$ cat config.mk
export PLATFORM = sky130hd
export DESIGN_NAME = spi_reg_responder_flat
export DESIGN_NICKNAME = d
export VERILOG_FILES = /design/src/rtl/spi_reg_responder_pkg.sv /design/src/rtl/spi_reg_responder_if.sv /design/src/rtl/spi_reg_responder_edge_sync.sv /design/src/rtl/spi_reg_responder.sv /design/src/flat_wrapper.sv
export SDC_FILE = /design/constraint.sdc
export NUM_CORES = 1
export LEC_CHECK = 0
export CORE_MARGIN = 1.5
export CORE_UTILIZATION = 54
export DETAILED_ROUTE_END_ITERATION = 10
export PLACE_DENSITY = 0.88
export SYNTH_ARGS = -nofsm -noshare
export SYNTH_HDL_FRONTEND = slang
export SYNTH_SLANG_ARGS = --single-unit
$ cat constraint.sdc
create_clock -name clk -period 2.6 [get_ports clk]
set_input_delay 0.52 -clock clk [delete_from_list [all_inputs] [get_ports clk]]
set_output_delay 0.52 -clock clk [all_outputs]
set_load 0.01 [all_outputs]
$ cat src/rtl/spi_reg_responder_pkg.sv
// Shared types and constants for the SPI register responder.
package spi_pkg;

    localparam int unsigned NUM_REGS_DEF  = 4;
    localparam int unsigned BYTE_W        = 8;
    localparam int unsigned MODE_W        = 2;
    localparam int unsigned MODE_CPOL_BIT = 1;
    localparam int unsigned MODE_CPHA_BIT = 0;
    localparam int unsigned RW_BIT        = 7;
    localparam int unsigned ADDR_LSB      = 0;

    typedef enum logic [1:0] {
        IDLE  = 2'd0,
        ADDR  = 2'd1,
        WRITE = 2'd2,
        READ  = 2'd3
    } state_t;

    // Modes 0 and 3 sample on the rising SCLK edge, modes 1 and 2 on the falling one.
    function automatic logic sample_on_rise(input logic [MODE_W-1:0] mode);
        return mode[MODE_CPOL_BIT] == mode[MODE_CPHA_BIT];
    endfunction

endpackage

$ cat src/rtl/spi_reg_responder_if.sv
// SPI pins plus register-file side outputs of the responder.
interface spi_reg_responder_if
    import spi_pkg::*;
#(
    parameter int unsigned NUM_REGS = NUM_REGS_DEF
);
    localparam int unsigned AW = (NUM_REGS > 1) ? $clog2(NUM_REGS) : 1;

    logic [MODE_W-1:0]          MODE;
    logic                       SCLK;
    logic                       CS;
    logic                       MOSI;
    logic                       MISO;
    logic                       wr_en;
    logic [AW-1:0]              wr_addr;
    logic [BYTE_W-1:0]          wr_data;
    logic [BYTE_W*NUM_REGS-1:0] regs_o;
    logic                       frame_done;
    logic                       busy;

    modport master (
        output MODE, SCLK, CS, MOSI,
        input  MISO, wr_en, wr_addr, wr_data, regs_o, frame_done, busy
    );

    modport slave (
        input  MODE, SCLK, CS, MOSI,
        output MISO, wr_en, wr_addr, wr_data, regs_o, frame_done, busy
    );

endinterface

$ cat src/rtl/spi_reg_responder_edge_sync.sv
// Multi-flop synchronizer with single-clk rise/fall pulses on the synchronized level.
module spi_edge_sync #(
    parameter int unsigned STAGES = 2
) (
    input  logic clk,
    input  logic reset,
    input  logic async_in,
    input  logic idle_level,
    output logic rise_c,
    output logic fall_c
);

    logic [STAGES-1:0] sync_q;
    logic              prev_q;

    always_ff @(posedge clk) begin
        if (!reset) begin
            sync_q <= {STAGES{idle_level}};
            prev_q <= idle_level;
        end else begin
            sync_q <= STAGES'({sync_q, async_in});
            prev_q <= sync_q[STAGES-1];
        end
    end

    assign rise_c = sync_q[STAGES-1] & ~prev_q;
    assign fall_c = ~sync_q[STAGES-1] & prev_q;

endmodule

$ cat src/rtl/spi_reg_responder.sv
// SPI target exposing a small 8-bit register file: {RW,addr} byte, then burst write or read.
module spi_reg_responder
    import spi_pkg::*;
#(
    parameter int unsigned NUM_REGS    = NUM_REGS_DEF,
    parameter int unsigned SYNC_STAGES = 2
) (
    input  logic                  clk,
    input  logic                  reset,
    spi_reg_responder_if.slave    bus
);

    localparam int unsigned AW = (NUM_REGS > 1) ? $clog2(NUM_REGS) : 1;

    logic sclk_rise_c, sclk_fall_c, cs_rise_c, cs_fall_c;
    logic [SYNC_STAGES-1:0] mosi_q;
    logic mosi_s;

    state_t            state_q, state_d;
    logic [MODE_W-1:0] mode_q, mode_d;
    logic [2:0]        bit_cnt_q, bit_cnt_d;
    logic [BYTE_W-1:0] rx_q, rx_d, tx_q, tx_d, rx_next;
    logic [AW-1:0]     ptr_q, ptr_d, ptr_inc;
    logic [BYTE_W-1:0] regs_q [NUM_REGS];
    logic [BYTE_W-1:0] regs_d [NUM_REGS];
    logic              byte_seen_q, byte_seen_d;
    logic              miso_q, miso_d;
    logic              wr_en_q, wr_en_d;
    logic [AW-1:0]     wr_addr_q, wr_addr_d;
    logic [BYTE_W-1:0] wr_data_q, wr_data_d;
    logic              frame_done_q, frame_done_d;
    logic              busy_q, busy_d;
    logic              sample_c, shift_c;

    spi_edge_sync #(.STAGES(SYNC_STAGES)) u_sclk_sync (
        .clk        (clk),
        .reset      (reset),
        .async_in   (bus.SCLK),
        .idle_level (bus.MODE[MODE_CPOL_BIT]),
        .rise_c     (sclk_rise_c),
        .fall_c     (sclk_fall_c)
    );

    spi_edge_sync #(.STAGES(SYNC_STAGES)) u_cs_sync (
        .clk        (clk),
        .reset      (reset),
        .async_in   (bus.CS),
        .idle_level (1'b1),
        .rise_c     (cs_rise_c),
        .fall_c     (cs_fall_c)
    );

    // MOSI goes through the same depth as SCLK so data and edge stay aligned.
    always_ff @(posedge clk) begin
        if (!reset) mosi_q <= '0;
        else        mosi_q <= SYNC_STAGES'({mosi_q, bus.MOSI});
    end
    assign mosi_s = mosi_q[SYNC_STAGES-1];

    assign sample_c = sample_on_rise(mode_q) ? sclk_rise_c : sclk_fall_c;
    assign shift_c  = sample_on_rise(mode_q) ? sclk_fall_c : sclk_rise_c;

    always_ff @(posedge clk) begin
        if (!reset) begin
            state_q      <= IDLE;
            mode_q       <= '0;
            bit_cnt_q    <= '0;
            rx_q         <= '0;
            tx_q         <= '0;
            ptr_q        <= '0;
            regs_q       <= '{default: '0};
            byte_seen_q  <= 1'b0;
            miso_q       <= 1'b0;
            wr_en_q      <= 1'b0;
            wr_addr_q    <= '0;
            wr_data_q    <= '0;
            frame_done_q <= 1'b0;
            busy_q       <= 1'b0;
        end else begin
            state_q      <= state_d;
            mode_q       <= mode_d;
            bit_cnt_q    <= bit_cnt_d;
            rx_q         <= rx_d;
            tx_q         <= tx_d;
            ptr_q        <= ptr_d;
            regs_q       <= regs_d;
            byte_seen_q  <= byte_seen_d;
            miso_q       <= miso_d;
            wr_en_q      <= wr_en_d;
            wr_addr_q    <= wr_addr_d;
            wr_data_q    <= wr_data_d;
            frame_done_q <= frame_done_d;
            busy_q       <= busy_d;
        end
    end

    always_comb begin
        state_d      = state_q;
        mode_d       = mode_q;
        bit_cnt_d    = bit_cnt_q;
        rx_d         = rx_q;
        tx_d         = tx_q;
        ptr_d        = ptr_q;
        regs_d       = regs_q;
        byte_seen_d  = byte_seen_q;
        miso_d       = miso_q;
        wr_en_d      = 1'b0;
        wr_addr_d    = wr_addr_q;
        wr_data_d    = wr_data_q;
        frame_done_d = 1'b0;
        rx_next      = {rx_q[BYTE_W-2:0], mosi_s};
        ptr_inc      = ptr_q + AW'(1);

        case (state_q)
            IDLE: begin
                miso_d = 1'b0;
                // A fall and rise on the same clk is a glitch, not a frame.
                if (cs_fall_c && !cs_rise_c) begin
                    state_d     = ADDR;
                    mode_d      = bus.MODE;
                    bit_cnt_d   = '0;
                    rx_d        = '0;
                    tx_d        = '0;
                    byte_seen_d = 1'b0;
                end
            end
            default: begin
                if (cs_rise_c) begin
                    state_d      = IDLE;
                    miso_d       = 1'b0;
                    frame_done_d = byte_seen_q;
                end else if (sample_c) begin
                    rx_d      = rx_next;
                    bit_cnt_d = bit_cnt_q + 3'd1;
                    if (bit_cnt_q == 3'd7) begin
                        byte_seen_d = 1'b1;
                        case (state_q)
                            ADDR: begin
                                ptr_d = rx_next[ADDR_LSB +: AW];
                                if (rx_next[RW_BIT]) begin
                                    state_d = WRITE;
                                end else begin
                                    state_d = READ;
                                    tx_d    = regs_q[rx_next[ADDR_LSB +: AW]];
                                end
                            end
                            WRITE: begin
                                regs_d[ptr_q] = rx_next;
                                wr_en_d       = 1'b1;
                                wr_addr_d     = ptr_q;
                                wr_data_d     = rx_next;
                                ptr_d         = ptr_inc;
                            end
                            default: begin
                                ptr_d = ptr_inc;
                                tx_d  = regs_q[ptr_inc];
                            end
                        endcase
                    end
                end else if (shift_c) begin
                    if (state_q == READ) begin
                        miso_d = tx_q[BYTE_W-1];
                        tx_d   = {tx_q[BYTE_W-2:0], 1'b0};
                    end else begin
                        miso_d = 1'b0;
                    end
                end
            end
        endcase

        busy_d = (state_d != IDLE);
    end

    assign bus.MISO       = miso_q;
    assign bus.wr_en      = wr_en_q;
    assign bus.wr_addr    = wr_addr_q;
    assign bus.wr_data    = wr_data_q;
    assign bus.frame_done = frame_done_q;
    assign bus.busy       = busy_q;

    for (genvar g = 0; g < NUM_REGS; g++) begin : g_regs_o
        assign bus.regs_o[g*BYTE_W +: BYTE_W] = regs_q[g];
    end

endmodule

$ cat src/flat_wrapper.sv
// flat-port wrapper written by rule: the top's interface ports become plain ports
module spi_reg_responder_flat import spi_pkg::*;
#(
    parameter int unsigned NUM_REGS    = NUM_REGS_DEF,
    parameter int unsigned SYNC_STAGES = 2
)
  (clk, reset, bus_MODE, bus_SCLK, bus_CS, bus_MOSI, bus_MISO, bus_wr_en, bus_wr_addr, bus_wr_data, bus_regs_o, bus_frame_done, bus_busy);
  spi_reg_responder_if #(.NUM_REGS(NUM_REGS)) bus_i ();
  input  logic clk;
  input  logic reset;
  input wire logic [$bits(bus_i.MODE)-1:0] bus_MODE;
  input wire logic [$bits(bus_i.SCLK)-1:0] bus_SCLK;
  input wire logic [$bits(bus_i.CS)-1:0] bus_CS;
  input wire logic [$bits(bus_i.MOSI)-1:0] bus_MOSI;
  output wire logic [$bits(bus_i.MISO)-1:0] bus_MISO;
  output wire logic [$bits(bus_i.wr_en)-1:0] bus_wr_en;
  output wire logic [$bits(bus_i.wr_addr)-1:0] bus_wr_addr;
  output wire logic [$bits(bus_i.wr_data)-1:0] bus_wr_data;
  output wire logic [$bits(bus_i.regs_o)-1:0] bus_regs_o;
  output wire logic [$bits(bus_i.frame_done)-1:0] bus_frame_done;
  output wire logic [$bits(bus_i.busy)-1:0] bus_busy;
  assign bus_i.MODE = bus_MODE;
  assign bus_i.SCLK = bus_SCLK;
  assign bus_i.CS = bus_CS;
  assign bus_i.MOSI = bus_MOSI;
  assign bus_MISO = bus_i.MISO;
  assign bus_wr_en = bus_i.wr_en;
  assign bus_wr_addr = bus_i.wr_addr;
  assign bus_wr_data = bus_i.wr_data;
  assign bus_regs_o = bus_i.regs_o;
  assign bus_frame_done = bus_i.frame_done;
  assign bus_busy = bus_i.busy;
  spi_reg_responder #(.NUM_REGS(NUM_REGS), .SYNC_STAGES(SYNC_STAGES)) u_core (.clk(clk), .reset(reset), .bus(bus_i));
endmodule
# After elaboration in Yosys (flattened, before gate mapping)
# Index checks and enable logic that the tools add are counted.
# Widths: inputs -> output; s select.
# totals
output_inout_bits	46
latchBits	0
romBits	0
memories	0
inputBits	7
elab_cells	117
mem_bits_rw	0
ff_bits	79
# classes
reduce_logical	19
addsub	2
n_eq_ne	10
n_bitwise	16
magnitude_cmp	4
mux	44
div_mod_pow	0
multipliers	0
shifts	0
# op_table
cell	n
$mux 8	13
$bmux 8 s2	2
$bwmux 32	1
$mux 7	3
$demux 8 s2	1
$mux 2	8
$pmux 8 s2	1
$mux 3	4
$mux 1	11
$ge 3x3->1 const B	3
$not 1->1	9
$not 2->3	3
$reduce_and 4->1	2
$reduce_and 7->1	1
$ne 3x3->1 const B	2
$reduce_bool 2->1	3
$reduce_bool 3->1	2
$reduce_or 3->1	2
$reduce_and 5->1	1
$reduce_or 5->1	1
$and 1x1->1	4
$eq 2x2->1 const B	2
$ne 4x4->1 const B	1
$reduce_and 2->1	2
12 further kinds	13

# Depth between registers and ports, before layout
# depth
depth_word	10
depth_mapped	9
ltp_nobuf	7

# Cells and area by module
# From an unflattened synthesis, not the netlist that was laid out.
# unflattened
hier_cells	370
area_unflattened_um2	3693.5
# modules_own_cells
mod	cells_each	area_each_um2	seq_area_each_um2	instances
spi_reg_responder	354	3480.8	1461.4	1
spi_edge_sync	8	106.4	60.1	2

# Worst setup path before layout
# OpenSTA, ideal clock, no wires.
# synth_path
kind	reg2reg
from	reg u_core.ptr_q[0]
to	reg u_core.tx_q[0]
path_buffers	2
arrival_time_ps	2230
period_less_slack_ps	2349
setup_ps	118
required_time_ps	2482
slack_ps	251
path_stages_with_launch	9
cell_sequence	dfxtp_1 -> clkbuf_1 -> inv_1 -> ha_1 -> buf_2 -> mux4_2 -> mux2_2 -> nand3_1 -> mux2i_1
# synth_between
elab_chain_cells	10
# synth_rtl
element	line	source
start, declared	spi_reg_responder.sv:23	logic [AW-1:0] ptr_q, ptr_d, ptr_inc;
start signal, assigned	spi_reg_responder.sv:85	ptr_q <= ptr_d;
$add 2x1->2	spi_reg_responder.sv:112	ptr_inc = ptr_q + AW'(1);
$not 2->3 (implied by the code)	spi_reg_responder.sv:156	tx_d = regs_q[ptr_inc];
$bmux 8 s2	spi_reg_responder.sv:156	
$mux 8 (implied by the code) (2 in a row)	spi_reg_responder.sv:156	
$pmux 8 s2	spi_reg_responder.sv:137	case (state_q)
$mux 8	spi_reg_responder.sv:135	if (bit_cnt_q == 3'd7) begin
$mux 8	spi_reg_responder.sv:132	end else if (sample_c) begin
$mux 8	spi_reg_responder.sv:128	if (cs_rise_c) begin
$mux 8	spi_reg_responder.sv:114	case (state_q)
end signal, assigned	spi_reg_responder.sv:84	tx_q <= tx_d;
end, declared	spi_reg_responder.sv:22	logic [BYTE_W-1:0] rx_q, rx_d, tx_q, tx_d, rx_next;
# Every way passes these cells. The select of a mux whose other input is x is not followed.
# A chain may end at the register's enable or synchronous reset.

# Final worst setup path
# layout_path
from	reg u_core.ptr_q[1]
to	reg u_core.tx_q[0]
# Same word-level chain as after synthesis.

==> reports/metrics.cfg <==
[clock_tree]
postCtsSetupBuffers = 0
cts_root_buffer = clkbuf_8
htreeDepth = 3
cts_buffers = 9
cts_tree = done
cts.sinks = 79
clk_pin_slew_worst_paths_ns = 0.09
clk_path_buf_depth = 2
clock_latency_ns = 0.38
hold_buffers = 0
cts_resized = 0

[synthesis]
netlist_area_um2 = 3739
synth_cell_types = 49
yosys.area.top_type = dfxtp_1
synthesis.nets = 383
netlist_instances = 365
ys_seq_area_frac = 0.4230
ys_ff_latch = 79
ys_warn_count = 0
synth.area.top_cells = dfxtp_1, mux2i_1, mux4_2
postSynthAreaPerCell_um2 = 10.24
synth_top_cell_area_share = 0.4230

[timing]
finalCriticalPeriod_ns = 2.270
worstMarginPinSlew_ns = 0.7132
setup_tns_ns = 0
final-max-slew-violation-count = 0
clock_skew_ns = 0.01028
grt_setup_unrepaired = false
fin_ws_ns = 0.3296
fmax_mhz = 440.5
setup_viol = 0
hold_viol = 0
period_share = 0.8732
max_slew_margin = 0.5245

[finish]
final_core_util = 0.6750
fin_nets = 432
area_growth_pct = 21.99
n_antenna_cell = 0
n_fill_cell = 512
drive_gt1_frac = 0.1265

[critical_path]
required_ns = 2.86
rr_worst_depth = 7
crit_path_top_delay_cell = ha_1
worstPathArrival_ns = 2.53
endpoint_kind = flop
path_cells = inv_1, ha_1, buf_4, mux4_2, mux2_2, nand3_1, mux2i_1
max_stage_delay_ns = 0.50
crit_fanout = 6
critPathKind = flop to flop
start_kind = flop

[route]
num_vias = 2990
wl_per_cell_um = 18.11
dr.pass1.iters = 5
detail-route-antenna-nets = 0
wl_mm = 9.036
drcViolationCount = 0
via_per_inst = 5.992
drt-initial-drc-count = 193

[die]
rows = 30
pin_count = 53
dieWidth_um = 86.21
die_h_um = 86.21
initial_core_util = 0.5533
core_area_um2 = 6756
die-area_um2 = 7431

[pwr]
p_per_area_nw_per_um2 = 550.3
leakage_nw = 1.918
vdd_drop_max_uv = 344.7

[global_routing]
first_global_vias = 2831
grt_use_met1 = 0.3442
gr-usage-met2 = 0.3966
grt_use_total = 0.2549
overflow = 0
grt_start_max_net_pins = 32
busiest_layer = met2
grt_pass1_wl_mm = 14.44
met3_usage = 0.04952
antenna_found_initial = 0

[outcome]
run_status = finished, final reports clean

[placed_design]
place_ws_ns = 0.3494
place.gp.congestion = 0.9022
hpwl_mm = 5.951
numPortBuffers = 52

[hold_path]
hold_class = flop to flop
min_path_cells = 1

[flow_run]
cap_violations = 0

==> metrics by stage <==
stage / hold WS [ns] / cells / power, mW / cell area, um^2
6_report: 0.4210 / 499 / 2.510 / 4561
5_1_grt: 0.4302 / 499 / 2.585 / 4561
4_1_cts: 0.4244 / 499 / 2.507 / 4561
3_5_place_dp: 0.4051 / 483 / 1.406 / 4315
3_3_place_gp: 0.4045 / 483 / 1.401 / 4315
2_1_floorplan: 0.3863 / 365 / 1.371 / 3739
==> path summary, 6_finish.rpt <==
kind	start	end	slack, ns
max reg2reg	u_core.ptr_q[1]	u_core.tx_q[0]	0.33
min reg2reg	u_core.u_cs_sync.sync_q[0]	u_core.u_cs_sync.sync_q[1]	0.42
max	u_core.ptr_q[1]	u_core.tx_q[0]	0.33
min	u_core.u_cs_sync.sync_q[0]	u_core.u_cs_sync.sync_q[1]	0.42
==> critical path, delay by kind of cell (launching register included) <==
family | cells | cell delay [ns]
buffers and inverters | 2 | 0.32
flip-flops | 1 | 0.40
multiplexers | 3 | 0.84
AND/OR/NAND/NOR | 1 | 0.08
adder cells (fa/ha/maj) | 1 | 0.50
==> cells in the mapped netlist (all sizes together) <==
cell type and number:
nor3 3, o311ai 1, xnor3 1, o22ai 7, nand4 5, a311o 1, a22oi 9, or2 2
buf 10, ha 11, inv 7, nor2b 24, nand3 5, a31oi 3, mux2 1, clkbuf 14
o2bb2a 1, dfxtp 79, xor2 1, o31a 1, nand2b 6, and3 1, nor2 35, a211oi 3
o21ai 9, and2 9, a21oi 14, mux4 16, and2b 1, a2111oi 1, o211ai 1, mux2i 45
nand2 35, clkinv 1, o211a 1, o22a 1
==> cells in the final DEF (no fill, tap or decap), types with 3 or more instances in the layout <==
master / netlist / final
nand4_2: 3 / 3
a31oi_1: 3 / 3
buf_4: 2 / 10
nor2b_1: 24 / 24
nand2_1: 35 / 35
and2_1: 8 / 8
o22ai_1: 7 / 7
mux2i_1: 44 / 44
ha_1: 11 / 11
bufinv_16: 0 / 3
dfxtp_1: 79 / 79
a21oi_1: 13 / 13
o21ai_0: 7 / 7
nand2b_1: 6 / 6
clkbuf_8: 0 / 9
a211oi_1: 3 / 3
nand3_1: 4 / 4
clkdlybuf4s50_1: 0 / 52
inv_1: 7 / 7
nor2_1: 34 / 34
a22oi_1: 9 / 9
mux4_2: 16 / 16
==> layout make-up <==
| cell class | instances | area [um^2] | area share |
|---|---|---|---|
| clock inverter | 6 | 117.6 | 0.02579 |
| sequential | 79 | 1582 | 0.3468 |
| multi-input combinational | 254 | 2008 | 0.4403 |
| inverter | 8 | 30.03 | 0.006584 |
| timing repair buffer | 62 | 595.6 | 0.1306 |
| clock buffer | 10 | 127.6 | 0.02798 |
| tap | 80 | 100.1 | 0.02195 |
==> per-layer routing <==
| metal | vias to the layer above | part of all wire |
|---|---|---|
| met5 | - | 0 |
| met4 | 0 | 0.023 |
| met3 | 22 | 0.072 |
| met2 | 141 | 0.47 |
| met1 | 1445 | 0.44 |
| li1 | 1382 | - |
==> logic make-up after synthesis <==
family,share of synthesized area
XOR/XNOR,0.008367
flip-flops,0.4230
adder cells (fa/ha/maj),0.03681
AND/OR/NAND/NOR,0.1754
multiplexers,0.2209
buffers and inverters,0.03982
AO/OA/AOI/OAI,0.09572
==> registers in the layout, summed over array words and instances, names as in the netlist <==
register and count:
u_core.bus.wr_en 1, u_core.u_cs_sync.prev_q 1, u_core.bus.frame_done 1, u_core.u_sclk_sync.prev_q 1
u_core.rx_q 7, u_core.byte_seen_q 1, u_core.mode_q 2, u_core.u_cs_sync.sync_q 2
u_core.u_sclk_sync.sync_q 2, u_core.bit_cnt_q 3, u_core.mosi_q 2, u_core.tx_q 8
u_core.ptr_q 2, u_core.bus.MISO 1, u_core.bus.wr_data 8, u_core.bus.busy 1
u_core.bus.wr_addr 2, u_core.bus.regs_o 32, u_core.state_q 2
==> power breakdown <==
part | internal (mW) | leakage, nW | switching, mW | total, mW
Clock | 0.646 | 0.119 | 0.484 | 1.13
Sequential | 1.22 | 0.639 | 0.00746 | 1.23
Combinational | 0.0585 | 1.16 | 0.0942 | 0.153
Total | 1.92 | 1.92 | 0.585 | 2.51
(Power assumes the default switching activity.)
